==> config.mk <==
export PLATFORM = sky130hd
export DESIGN_NAME = cache_mem_arbiter
export DESIGN_NICKNAME = d
export VERILOG_FILES = /design/src/rtl/cache_mem_arbiter.sv
export SDC_FILE = /design/constraint.sdc
export NUM_CORES = 1
export LEC_CHECK = 0
export ABC_AREA = 1
export CORE_ASPECT_RATIO = 1.4
export CORE_UTILIZATION = 45
export CTS_BUF_LIST = sky130_fd_sc_hd__clkbuf_4
export DETAILED_ROUTE_END_ITERATION = 10
export PLACE_DENSITY = 0.82
export SLEW_MARGIN = 20
export SYNTH_ARGS = -nofsm -noshare
export SYNTH_HDL_FRONTEND = slang
export SYNTH_SLANG_ARGS = --single-unit
==> constraint.sdc <==
create_clock -name clk -period 2.5 [get_ports clk]
set_input_delay 0.5 -clock clk [delete_from_list [all_inputs] [get_ports clk]]
set_output_delay 0.5 -clock clk [all_outputs]
set_load 0.01 [all_outputs]
==> src/rtl/cache_mem_arbiter.sv <==
// Round-robin arbiter sharing one memory port between an instruction cache and a data cache.
// Each transaction runs IDLE -> BUSY -> RESP -> IDLE, with a watchdog that aborts a silent memory.
module cache_mem_arbiter #(
    parameter int ADDR_W  = 16,
    parameter int DATA_W  = 32,
    parameter int TIMEOUT = 255
) (
    input  logic              clk,
    input  logic              rst,
    input  logic              ic_req,
    input  logic [ADDR_W-1:0] ic_addr,
    output logic              ic_ready,
    output logic [DATA_W-1:0] ic_rdata,
    input  logic              dc_req,
    input  logic              dc_we,
    input  logic [ADDR_W-1:0] dc_addr,
    input  logic [DATA_W-1:0] dc_wdata,
    output logic              dc_ready,
    output logic [DATA_W-1:0] dc_rdata,
    output logic              mem_req,
    output logic              mem_we,
    output logic [ADDR_W-1:0] mem_addr,
    output logic [DATA_W-1:0] mem_wdata,
    input  logic [DATA_W-1:0] mem_rdata,
    input  logic              mem_ready,
    output logic              timeout_err
);

    typedef enum logic [1:0] {IDLE, BUSY_IC, BUSY_DC, RESP} state_t;

    localparam logic [7:0] TO_LAST = 8'(TIMEOUT - 1);

    state_t            state, state_n;
    logic              owner_dc, owner_dc_n;
    logic              last_dc, last_dc_n;
    logic [7:0]        wait_cnt, wait_cnt_n;
    logic              ic_ready_n, dc_ready_n, mem_req_n, mem_we_n, timeout_err_n;
    logic [DATA_W-1:0] ic_rdata_n, dc_rdata_n, mem_wdata_n;
    logic [ADDR_W-1:0] mem_addr_n;

    always_ff @(posedge clk) begin
        if (rst) begin
            state       <= IDLE;
            owner_dc    <= 1'b0;
            last_dc     <= 1'b0;
            wait_cnt    <= '0;
            ic_ready    <= 1'b0;
            dc_ready    <= 1'b0;
            ic_rdata    <= '0;
            dc_rdata    <= '0;
            mem_req     <= 1'b0;
            mem_we      <= 1'b0;
            mem_addr    <= '0;
            mem_wdata   <= '0;
            timeout_err <= 1'b0;
        end else begin
            state       <= state_n;
            owner_dc    <= owner_dc_n;
            last_dc     <= last_dc_n;
            wait_cnt    <= wait_cnt_n;
            ic_ready    <= ic_ready_n;
            dc_ready    <= dc_ready_n;
            ic_rdata    <= ic_rdata_n;
            dc_rdata    <= dc_rdata_n;
            mem_req     <= mem_req_n;
            mem_we      <= mem_we_n;
            mem_addr    <= mem_addr_n;
            mem_wdata   <= mem_wdata_n;
            timeout_err <= timeout_err_n;
        end
    end

    // Next-state logic also computes the next value of every registered output.
    always_comb begin
        state_n       = state;
        owner_dc_n    = owner_dc;
        last_dc_n     = last_dc;
        wait_cnt_n    = wait_cnt;
        ic_ready_n    = 1'b0;
        dc_ready_n    = 1'b0;
        ic_rdata_n    = ic_rdata;
        dc_rdata_n    = dc_rdata;
        mem_req_n     = mem_req;
        mem_we_n      = mem_we;
        mem_addr_n    = mem_addr;
        mem_wdata_n   = mem_wdata;
        timeout_err_n = timeout_err;

        case (state)
            IDLE: begin
                // On a tie the cache that did not win last time gets the port.
                if (dc_req && (!ic_req || !last_dc)) begin
                    state_n     = BUSY_DC;
                    owner_dc_n  = 1'b1;
                    mem_req_n   = 1'b1;
                    mem_we_n    = dc_we;
                    mem_addr_n  = dc_addr;
                    mem_wdata_n = dc_wdata;
                    wait_cnt_n  = '0;
                end else if (ic_req) begin
                    state_n     = BUSY_IC;
                    owner_dc_n  = 1'b0;
                    mem_req_n   = 1'b1;
                    mem_we_n    = 1'b0;
                    mem_addr_n  = ic_addr;
                    mem_wdata_n = '0;
                    wait_cnt_n  = '0;
                end
            end

            BUSY_IC, BUSY_DC: begin
                if (mem_ready) begin
                    if (state == BUSY_IC) ic_rdata_n = mem_rdata;
                    else if (!mem_we)     dc_rdata_n = mem_rdata;
                    mem_req_n = 1'b0;
                    state_n   = RESP;
                end else if (wait_cnt == TO_LAST) begin
                    // Memory never answered: complete with zero data and flag it.
                    if (state == BUSY_IC) ic_rdata_n = '0;
                    else if (!mem_we)     dc_rdata_n = '0;
                    timeout_err_n = 1'b1;
                    mem_req_n     = 1'b0;
                    state_n       = RESP;
                end else begin
                    wait_cnt_n = wait_cnt + 8'd1;
                end
            end

            RESP: begin
                ic_ready_n = !owner_dc;
                dc_ready_n = owner_dc;
                last_dc_n  = owner_dc;
                wait_cnt_n = '0;
                state_n    = IDLE;
            end

            default: state_n = IDLE;
        endcase
    end

endmodule

==> metrics.cfg <==
[run_status]
status = completed

[synthesis]
synth_common_cells = nand2_1, dfxtp_1, nor2_1
synth_top_family_by_area = simple AND/OR/NAND/NOR gates
avgSynthCellArea_um2 = 7.325
synth_fp_nets = 881
yosysSeqAreaShare = 0.4555
yosys.area.top_type = dfxtp_1
synth_async_sr_flop_share = 0
synth_ff_type = dfxtp_1
synth_area_um2 = 5669
yosysWarnings = 0
synth_xor_xnor_area_share = 0
synth-simple-area-share = 0.3421
synthAdderAreaFrac = 0.01104
netlist_top_cells_area = dfxtp_1, nand2_1, nor2_1
synthMuxAreaShare = 0
ys_ff_latch = 129
synth_edf_count = 0
synth_top_area_share = 0.4555
yosysMostFrequentCell = nand2_1
synth.distinct_cells = 27
synth_compound_area_frac = 0.1092
syn_inst = 774

[critical_path]
end_kind = output pin
slowest_delay_ps = 590
cp.required_ps = 2000
critPathBufInv = 1
crit_family = buffers and inverters
crit_type = register to output pin
start_kind = register
critical_path.slowest_cell = clkdlybuf4s50_1
cp_max_fo = 3
arrival_ps = 1530
crit_chain = clkdlybuf4s50_1

[routing]
via_per_inst = 5.171
vias = 5828
dr.pass1.iters = 5
ant_nets = 0
wl_per_cell_um = 14.06
drtIter0Drc = 229
drt_wl_total_um = 15850
drc = 0

[placement]
dp_hpwl_um = 10790
dpl-instance-area_um2 = 7864
dp_slack_ps = 444.4
port_buffers = 218
gp_congestion = 0.8348

[pwr]
powerDensity_nw_per_um2 = 907.2
vdd_ir_drop_max_mv = 0.5109
p_total_mw = 7.434
leakage_nw = 3.184

[clocking]
cts_tree = done
cts.repair.resized = 0
cts_root_buf = clkbuf_4
cts_setup_buffers = 0
h-tree-depth = 4
cts-buffers-inserted = 17
clock_latency_ps = 520
post_cts_hold_buffer_count = 0
clk_path_buf_depth = 2
cts_sinks = 129
cts.reportedPaths.clkPinSlew_ps = 110

[finish]
drive_above_1_share = 0.08811
fin_nets = 1070
stdcell_area_um2 = 8194
area_growth_pct = 44.54

[global_routing]
grt_pass1_wl_um = 24980
antenna_found_initial = 1
grt_use_total = 0.2352
first_global_vias = 5278
overflow = 0
grt_max_degree = 62

[die]
io_pins = 219
core_area_um2 = 12310
start_util = 0.4605
fp.dieH_um = 134.8
die_area_um2 = 13060
die_w_um = 96.86
row_count = 48

[sta]
setup_viol = 0
worst_slew_pin_slew_ps = 662.5
rsz0062_at_grt = false
finalHoldViolations = 0
max-slew-margin-rel = 0.5584
timing.final.ws_setup_ps = 473.5
fin_hold_ws_ps = 322.5
finalMaxSlewViolations = 0
tns_ps = 0
fin_crit_ps = 2026
max_freq_mhz = 493.5
fin_skew_ps = 21.95
fin_crit_sh = 0.8106

[min_path]
hp-class = input pin to register

[flow_run]
max_cap_viol_count = 0

==> path summary, 6_finish.rpt <==
check                                  start      endpoint  slack [ps]  cells after the start
worst max-delay path                  mem_we        mem_we         470                      1
worst min-delay path                  dc_req        mem_we         320                      3
worst max register to register      state[0]  dc_rdata[17]         490                      7
worst min register to register  mem_wdata[1]  mem_wdata[1]         470                      2
==> area by class of cell <==
class | instances | area [um^2]
Sequential cell | 129 | 2582
Multi-Input combinational cell | 545 | 2629
Timing Repair Buffer | 234 | 2330
Fill cell | 1032 | 4118
Tap cell | 150 | 187.7
Antenna cell | 1 | 2.502
Clock inverter | 13 | 185.2
Inverter | 36 | 135.1
Clock buffer | 19 | 142.6
==> cell usage in the layout (no fill, tap or decap), types with 2 or more instances in the layout <==
master,count
a21oi_1,62
a21oi_2,11
a31oi_1,16
buf_12,3
buf_2,2
buf_4,13
bufinv_16,4
clkbuf_4,19
clkdlybuf4s50_1,216
clkinv_2,3
clkinv_4,3
clkinvlp_4,2
dfxtp_1,129
ha_1,5
inv_1,34
nand2_1,180
nand2_2,5
nand3_1,76
nand3_2,13
nand4_1,38
nor2_1,108
nor2_4,4
nor3_1,2
o21ai_0,21
==> sequential cells by signal, summed over array words and instances (netlist names) <==
register and flops:
ic_rdata 32, mem_we 1, mem_addr 16, dc_ready 1
dc_rdata 32, mem_req 1, state 2, timeout_err 1
wait_cnt 8, ic_ready 1, owner_dc 1, mem_wdata 32
last_dc 1
==> metrics by stage <==
stage / utilization / instances
finish: 0.6655 / 1127
global route: 0.6655 / 1127
CTS: 0.6653 / 1126
detailed placement: 0.6387 / 1094
global placement: 0.6387 / 1094
floorplan: - / 774
==> per-layer routing <==
metal / track usage / vias to the layer above / share of wire
met4: 0.09701 / 0 / 0.028
li1: - / 2930 / -
met5: 0 / - / 0
met2: 0.4053 / 226 / 0.51
met1: 0.2704 / 2644 / 0.40
met3: 0.07246 / 28 / 0.069
==> logic make-up (layout without fill, tap and decap cells) <==
| group | after synthesis | in the layout |
|---|---|---|
| and+or+nand+nor | 429 | 429 |
| other | 0 | 1 |
| AOI/OAI and AO/OA | 111 | 111 |
| buffers and inverters | 100 | 302 |
| DFF | 129 | 129 |
| adders and majority gates | 5 | 5 |
==> power by group <==
part / total (mW) / internal [mW] / leakage (nW) / switching [mW]
Sequential: 2.71 / 2.47 / 1.05 / 0.232
Combinational: 3.13 / 1.37 / 1.96 / 1.76
Clock: 1.60 / 0.818 / 0.173 / 0.780
Note: power is estimated with default switching activity, not from simulation.
